==> config.mk <==
export PLATFORM = sky130hd
export DESIGN_NAME = inta_sequencer_flat
export DESIGN_NICKNAME = d
export VERILOG_FILES = /design/src/rtl/pic_pkg.sv /design/src/rtl/inta_sequencer_if.sv /design/src/rtl/int_synchronizer.sv /design/src/rtl/inta_sequencer.sv /design/src/flat_wrapper.sv
export SDC_FILE = /design/constraint.sdc
export NUM_CORES = 1
export LEC_CHECK = 0
export CORE_AREA = 2 2 47 49
export DETAILED_ROUTE_END_ITERATION = 10
export DIE_AREA = 0 0 49 51
export PLACE_DENSITY = 0.84
export SYNTH_ARGS = -nofsm -noshare
export SYNTH_HDL_FRONTEND = slang
export SYNTH_SLANG_ARGS = --single-unit
==> constraint.sdc <==
create_clock -name clk -period 1.9 [get_ports clk]
set_input_delay 0.57 -clock clk [delete_from_list [all_inputs] [get_ports clk]]
set_output_delay 0.57 -clock clk [all_outputs]
set_load 0.02 [all_outputs]
==> src/rtl/pic_pkg.sv <==
// Shared definitions for the 8259A interrupt-acknowledge side:
// FSM encoding, default timing constants and the vector width.
package pic_pkg;

    localparam int VEC_W           = 8;
    localparam int DEF_PULSE_W     = 2;
    localparam int DEF_GAP_W       = 2;
    localparam int DEF_SYNC_STAGES = 2;

    typedef enum logic [2:0] {
        IDLE   = 3'd0,
        PULSE1 = 3'd1,
        GAP    = 3'd2,
        PULSE2 = 3'd3,
        HOLD   = 3'd4
    } inta_state_t;

    // Counter wide enough to hold the larger of the pulse/gap reload values.
    function automatic int cnt_width(input int pulse_w, input int gap_w);
        return $clog2((pulse_w > gap_w) ? pulse_w : gap_w) + 1;
    endfunction

endpackage

==> src/rtl/inta_sequencer_if.sv <==
// PIC-facing and core-facing signals of the INTA# sequencer.
// slave = the sequencer itself, master = the PIC/core environment driving it.
interface inta_sequencer_if;
    import pic_pkg::*;

    logic             int_req;
    logic             int_enable;
    logic [VEC_W-1:0] data_in;
    logic             inta_n;
    logic             lock_n;
    logic             busy;
    logic [VEC_W-1:0] vector;
    logic             vector_valid;
    logic             vector_ack;

    modport slave (
        input  int_req, int_enable, data_in, vector_ack,
        output inta_n, lock_n, busy, vector, vector_valid
    );

    modport master (
        output int_req, int_enable, data_in, vector_ack,
        input  inta_n, lock_n, busy, vector, vector_valid
    );

endinterface

==> src/rtl/int_synchronizer.sv <==
// N-flop synchronizer for an asynchronous level; clears to 0 on reset.
module int_synchronizer #(
    parameter int STAGES = 2
) (
    input  logic clk,
    input  logic rst_n,
    input  logic d,
    output logic q
);

    logic [STAGES-1:0] chain;

    always_ff @(posedge clk or negedge rst_n) begin
        if (!rst_n) chain <= '0;
        else        chain <= {chain[STAGES-2:0], d};
    end

    assign q = chain[STAGES-1];

endmodule

==> src/rtl/inta_sequencer.sv <==
// CPU-side INTA# two-pulse sequencer for the 8259A: issues the acknowledge
// train, captures the vector on the second pulse and hands it to the core.
module inta_sequencer
    import pic_pkg::*;
#(
    parameter int PULSE_W     = DEF_PULSE_W,
    parameter int GAP_W       = DEF_GAP_W,
    parameter int SYNC_STAGES = DEF_SYNC_STAGES
) (
    input  logic                    clk,
    input  logic                    rst_n,
    inta_sequencer_if.slave         bus
);

    localparam int CNT_W = cnt_width(PULSE_W, GAP_W);
    localparam logic [CNT_W-1:0] PULSE_LOAD = CNT_W'(PULSE_W - 1);
    localparam logic [CNT_W-1:0] GAP_LOAD   = CNT_W'(GAP_W - 1);

    inta_state_t      state;
    logic [CNT_W-1:0] cnt;
    logic             int_sync;

    int_synchronizer #(
        .STAGES (SYNC_STAGES)
    ) u_int_sync (
        .clk   (clk),
        .rst_n (rst_n),
        .d     (bus.int_req),
        .q     (int_sync)
    );

    // Outputs are set on the same edge that enters the state they belong to,
    // so they track the state register exactly while coming straight from flops.
    always_ff @(posedge clk or negedge rst_n) begin
        if (!rst_n) begin
            state            <= IDLE;
            cnt              <= '0;
            bus.inta_n       <= 1'b1;
            bus.lock_n       <= 1'b1;
            bus.vector       <= '0;
            bus.vector_valid <= 1'b0;
        end else begin
            case (state)
                IDLE: begin
                    if (int_sync && bus.int_enable) begin
                        state      <= PULSE1;
                        cnt        <= PULSE_LOAD;
                        bus.inta_n <= 1'b0;
                        bus.lock_n <= 1'b0;
                    end
                end
                PULSE1: begin
                    if (cnt == '0) begin
                        state      <= GAP;
                        cnt        <= GAP_LOAD;
                        bus.inta_n <= 1'b1;
                    end else begin
                        cnt <= cnt - 1'b1;
                    end
                end
                GAP: begin
                    if (cnt == '0) begin
                        state      <= PULSE2;
                        cnt        <= PULSE_LOAD;
                        bus.inta_n <= 1'b0;
                    end else begin
                        cnt <= cnt - 1'b1;
                    end
                end
                PULSE2: begin
                    // PIC drives the vector while the second pulse is low.
                    if (cnt == '0) begin
                        state            <= HOLD;
                        bus.vector       <= bus.data_in;
                        bus.vector_valid <= 1'b1;
                        bus.inta_n       <= 1'b1;
                        bus.lock_n       <= 1'b1;
                    end else begin
                        cnt <= cnt - 1'b1;
                    end
                end
                HOLD: begin
                    if (bus.vector_ack) begin
                        state            <= IDLE;
                        bus.vector_valid <= 1'b0;
                    end
                end
                default: begin
                    state            <= IDLE;
                    cnt              <= '0;
                    bus.inta_n       <= 1'b1;
                    bus.lock_n       <= 1'b1;
                    bus.vector_valid <= 1'b0;
                end
            endcase
        end
    end

    assign bus.busy = (state != IDLE);

endmodule

==> src/flat_wrapper.sv <==
// flat-port wrapper written by rule: the top's interface ports become plain ports
module inta_sequencer_flat import pic_pkg::*;
#(
    parameter int PULSE_W     = DEF_PULSE_W,
    parameter int GAP_W       = DEF_GAP_W,
    parameter int SYNC_STAGES = DEF_SYNC_STAGES
)
  (clk, rst_n, bus_int_req, bus_int_enable, bus_data_in, bus_vector_ack, bus_inta_n, bus_lock_n, bus_busy, bus_vector, bus_vector_valid);
  inta_sequencer_if bus_i ();
  input  logic clk;
  input  logic rst_n;
  input wire logic [$bits(bus_i.int_req)-1:0] bus_int_req;
  input wire logic [$bits(bus_i.int_enable)-1:0] bus_int_enable;
  input wire logic [$bits(bus_i.data_in)-1:0] bus_data_in;
  input wire logic [$bits(bus_i.vector_ack)-1:0] bus_vector_ack;
  output wire logic [$bits(bus_i.inta_n)-1:0] bus_inta_n;
  output wire logic [$bits(bus_i.lock_n)-1:0] bus_lock_n;
  output wire logic [$bits(bus_i.busy)-1:0] bus_busy;
  output wire logic [$bits(bus_i.vector)-1:0] bus_vector;
  output wire logic [$bits(bus_i.vector_valid)-1:0] bus_vector_valid;
  assign bus_i.int_req = bus_int_req;
  assign bus_i.int_enable = bus_int_enable;
  assign bus_i.data_in = bus_data_in;
  assign bus_i.vector_ack = bus_vector_ack;
  assign bus_inta_n = bus_i.inta_n;
  assign bus_lock_n = bus_i.lock_n;
  assign bus_busy = bus_i.busy;
  assign bus_vector = bus_i.vector;
  assign bus_vector_valid = bus_i.vector_valid;
  inta_sequencer #(.PULSE_W(PULSE_W), .GAP_W(GAP_W), .SYNC_STAGES(SYNC_STAGES)) u_core (.clk(clk), .rst_n(rst_n), .bus(bus_i));
endmodule
; ---- After elaboration in Yosys (flattened, before gate mapping)
; Index checks and enable logic that the tools add are counted.
[word_totals]
register_bits = 18
inputBits = 13
word_cells = 53
[op_classes]
add_sub_neg = 1
n_eq_ne = 11
n_mux = 17
bitwise = 3
n_reduce_logical = 14
[op_table]
columns = cell, count
row1 = two-way mux 3 bit, 5
row2 = case mux 3 bit (5 select lines), 1
row3 = inequality test 2 x 1 -> 1 bit (second input constant), 5
row4 = AND reduction 3 bit, 3
row5 = case mux 2 bit (4 select lines), 1
row6 = == test 3 x 2 -> 1 bit (second input constant), 2
row7 = two-way mux 2 bit, 3
row8 = case mux 1 bit (3 select lines), 2
row9 = OR reduction 3 bit, 2
row10 = AND reduction 5 bit, 1
row11 = two-way mux 1 bit, 4
row12 = inequality test 2 bit (second input constant), 2
row13 = case mux 1 bit (4 select lines), 1
row14 = AND reduction 4 bit, 1
row15 = OR reduction 2 bit, 2
row16 = == test 3 x 1 -> 1 bit (second input constant), 1
row17 = == test 3 bit (second input constant), 1
row18 = logical NOT 3 bit, 1
row19 = inverter 1 bit, 3
row20 = nonzero test 3 bit, 1
row21 = logical NOT 2 bit, 1
row22 = AND reduction 2 bit, 1
row23 = subtractor 2 x 1 -> 2 bit (second input constant), 1
row24 = logical AND 1 bit, 1

; ---- Logic depth before layout (Yosys ltp)
[depth]
word_depth = 4
mapped_depth = 7

; ---- By module
; A second synthesis with hierarchy kept.
[hier_totals]
cells_unflattened = 71
area_unflattened_um2 = 865.8
[modules_own_cells]
columns = mod, instances, cells_per_inst, area_each_um2
row1 = inta_sequencer, 1, 69, 815.8
row2 = int_synchronizer, 1, 2, 50.0

; ---- Least setup slack after synthesis
; Ideal clock, no wire load.
[synth_timing]
kind = flip-flop to flip-flop
from = reg u_core.cnt[0]
to = reg u_core.bus.vector[0]
setup_ns = 0.125
t_arrival_ns = 1.396
required_time_ns = 1.775
setup_slack_ns = 0.379
path_stages_with_launch = 7
n_path_buf = 1
synth_period_minus_slack_ns = 1.521
path_cell_list = dfrtp_1 inv_1 ha_1 and3b_1 nand2_2 buf_6 mux2_4
[synth_between]
elab_chain_cells = 2
[synth_lines]
columns = item, line_no
row1 = start: declaration, inta_sequencer.sv:20  ; logic [CNT_W-1:0] cnt;
row2 = start signal: assignment, inta_sequencer.sv:58  ; cnt <= cnt - 1'b1;
row3 = start signal: assignment, inta_sequencer.sv:67  ; cnt <= cnt - 1'b1;
row4 = start signal: assignment, inta_sequencer.sv:79  ; cnt <= cnt - 1'b1;
row5 = logical NOT 2 bit, inta_sequencer.sv:72  ; if (cnt == '0) begin
row6 = AND reduction 2 bit (no source line), n/a
row7 = end signal: assignment, inta_sequencer.sv:74  ; bus.vector <= bus.data_in;
row8 = end: declaration, inta_sequencer_if.sv:18  ; output inta_n, lock_n, busy, vector, vector_valid
; Every way passes these cells.
; A chain may end at the register's enable or synchronous reset.

; ---- Worst setup path in the final report
[layout_timing]
from = reg u_core.bus.vector[0]
to = out bus_vector[0]
[layout_rtl]
columns = item, line_no
row1 = end: declaration, flat_wrapper.sv:19  ; output wire logic [$bits(bus_i.vector)-1:0] bus_vector;
; No word-level cell between the ends.

==> flow_metrics.tcl <==
set metrics [dict create \
    worstMarginPinSlew_ns 0.318 \
    wl_per_cell_um 13.5 \
    syn_area_sq_um 837 \
    syn-num-nets 87 \
    synth-seq-cells 18 \
    worst_setup_path_start_kind "flop" \
    synthCells 72 \
    initial_core_util 0.406 \
    avgSynthCellArea_sq_um 11.6 \
    crit_buf_inv 1 \
    top_level_ports 25 \
    tns_ns 0 \
    endpoint "bus_vector[0]" \
    synth_edf_count 0 \
    worstHoldPathType "reg2reg" \
    viasPerCell 5.10 \
    coreArea_sq_um 2060 \
    critical_path.top_delay_family "buffers and inverters" \
    fin_crit_sh 0.968 \
    dpl.hpwl_um 1280 \
    rsz0062_at_grt "no" \
    ys.flop_type "dfrtp_1" \
    reg2reg_depth 5 \
    path_clk_slew_ns 0.10 \
    r2r-start "u_core.cnt[0]$_DFFE_PN0P_" \
    yosysSeqAreaShare 0.541 \
    dieArea_sq_um 2500 \
    cts_buffers 3 \
    ant_nets 0 \
    synth_cell_types 26 \
    maxSlewViolCount 0 \
    grt_pass1_vias 640 \
    skew_ns 0.00242 \
    antenna_cells 0 \
    wl_um 1760 \
    grt_max_degree 19 \
    antenna_found_initial 0 \
    ctsHoldBuffers 0 \
    max_freq_mhz 544 \
    crit_path_start "u_core.bus.vector[0]$_DFFE_PN0P_" \
    setup_viol 0 \
    cts_buffer_depth 2 \
    cp_max_fo 2 \
    critPathRequiredTime_ns 1.33 \
    clock_latency_ns 0.29 \
    cts.sinks 18 \
    hold_viol 0 \
    maxSlewHeadroom 0.787 \
    nNetsFinal 118 \
    path_cells "clkdlybuf4s50_1" \
    cts-htree-levels 1 \
    async_flop_share 1.00 \
    synthDominantCellAreaShare 0.478 \
    worst_path_max_delay_cell "clkdlybuf4s50_1" \
    drtIter0Drc 12 \
    cp.arrival_ns 1.27 \
    grt_overflow_total 0 \
    reg2reg_slack_ns 0.26 \
    setup.worst_path.class "reg2out" \
    yosysWarnings 0 \
    end_kind "output port" \
    cts-root-buf "clkbuf_4" \
    cts_tree "done" \
    ir_drop_uv 967 \
    crit_cells 1 \
    p_leak_uw 0.000528 \
    synth_most_common_cell "dfrtp_1" \
    fin_util 0.563 \
    yosys-top-cells-area "dfrtp_1 48%, mux2_4 11%, dfstp_2 6.3%, nand2_1 3.6%, a21oi_1 3.0%" \
    status "completed" \
    critPathMaxStageDelay_ns 0.61 \
    drc 0 \
    grt_pass1_wl_um 2820 \
    synthTopCellsByCount "16 x dfrtp_1, 8 x nand2_1, 6 x mux2_4" \
    die_w_um 49 \
    syn_to_final_growth_pct 38.7 \
    period_minus_slack_ns 1.84 \
    grt_usage 0.149 \
    synth_top_area_cell "dfrtp_1" \
    die_y_um 51 \
    first_pass_iters 3 \
    p_per_area_nw_per_um2 1750 \
    port_buffers 24 \
    dr_total_vias 663 \
    timing.rr.end "u_core.bus.vector[7]$_DFFE_PN0P_" \
    routabilityCongestion 0.712 \
    num_rows 17 \
    layout-drive-gt1-share 0.216 \
    maxCapViolCount 0 \
]
## per-stage QoR
step           cells  worst slack, ns  power, uW  hold slack (ns)  instance area [sq um]
6_report         130           0.0604       2040            0.359                   1160
5_1_grt          130          0.00872       2160            0.372                   1160
4_1_cts          130           0.0231       2050            0.363                   1160
3_5_place_dp     126            0.200       1830            0.338                   1130
3_3_place_gp     126            0.216       1790            0.332                   1130
2_1_floorplan     72            0.379       1380            0.274                    837
## sequential cells by signal, summed over array words and instances (netlist names)
signal and count:
u_core.bus.vector 8, u_core.state 3, u_core.cnt 2, u_core.u_int_sync.chain 2
u_core.bus.inta_n 1, u_core.bus.lock_n 1, u_core.bus.vector_valid 1
## final cells by class
type / count / area, sq um
clock buffer: 4 / 36.3
fill: 171 / 902
inverter: 3 / 11.3
multi-input combinational: 47 / 342
sequential: 18 / 453
tap: 28 / 35.0
timing repair buffer: 30 / 284
## worst min-delay path by stage
stage                                                    start                                   end  slack [ns]  cells past startpoint
after floorplan                                          rst_n      u_core.bus.vector[0]$_DFFE_PN0P_        0.27                      0
after global placement    u_core.u_int_sync.chain[0]$_DFF_PN0_  u_core.u_int_sync.chain[1]$_DFF_PN0_        0.33                      0
after detailed placement  u_core.u_int_sync.chain[0]$_DFF_PN0_  u_core.u_int_sync.chain[1]$_DFF_PN0_        0.34                      0
after CTS                 u_core.u_int_sync.chain[0]$_DFF_PN0_  u_core.u_int_sync.chain[1]$_DFF_PN0_        0.36                      0
after global routing      u_core.u_int_sync.chain[0]$_DFF_PN0_  u_core.u_int_sync.chain[1]$_DFF_PN0_        0.37                      0
final                     u_core.u_int_sync.chain[0]$_DFF_PN0_  u_core.u_int_sync.chain[1]$_DFF_PN0_        0.36                      0
## worst reg2reg max path: stages, from the launching register on
cell     delay [ns]
dfrtp_1        0.37
inv_1          0.07
ha_1           0.23
and3b_1        0.22
nand2_2        0.27
mux2_2         0.37
## placed cells by master (no fill, tap or decap), drive strengths merged, types with 3 or more instances in the layout
cell type      synthesis  layout
a21oi                  5       5
inv                    3       3
clkdlybuf4s50          0      20
buf                    3       6
mux2                   8       8
dlygate4sd2            0       3
clkbuf                 1       4
nand2                  9       9
o21ai                  5       5
dfrtp                 16      16
nor2                   5       5
## per-layer routing
metal | track usage | wire length, um | vias up
li1 | - | - | 309
met1 | 0.169 | 693 | 327
met2 | 0.272 | 930 | 23
met3 | 0.0292 | 112 | 4
met4 | 0.0714 | 25 | 0
met5 | 0 | 0 | -
## logic make-up after synthesis
family          after synthesis  share of synthesized area
compound gates               16                      0.121
xor+xnor                      1                     0.0105
fa+ha+maj                     2                     0.0299
buf+inv                       7                     0.0508
flops                        18                      0.541
mux                           8                      0.135
simple gates                 20                      0.112
## repair_timing
item	in CTS	in global routing
buffers inserted	0	0
endpoints found under the setup margin	3	1
resized for setup	3	1
## power breakdown
part	switching (uW)	internal (uW)
registers	96.2	570
logic	563	574
clock network	117	117
Power figures use the tool's default switching activity.
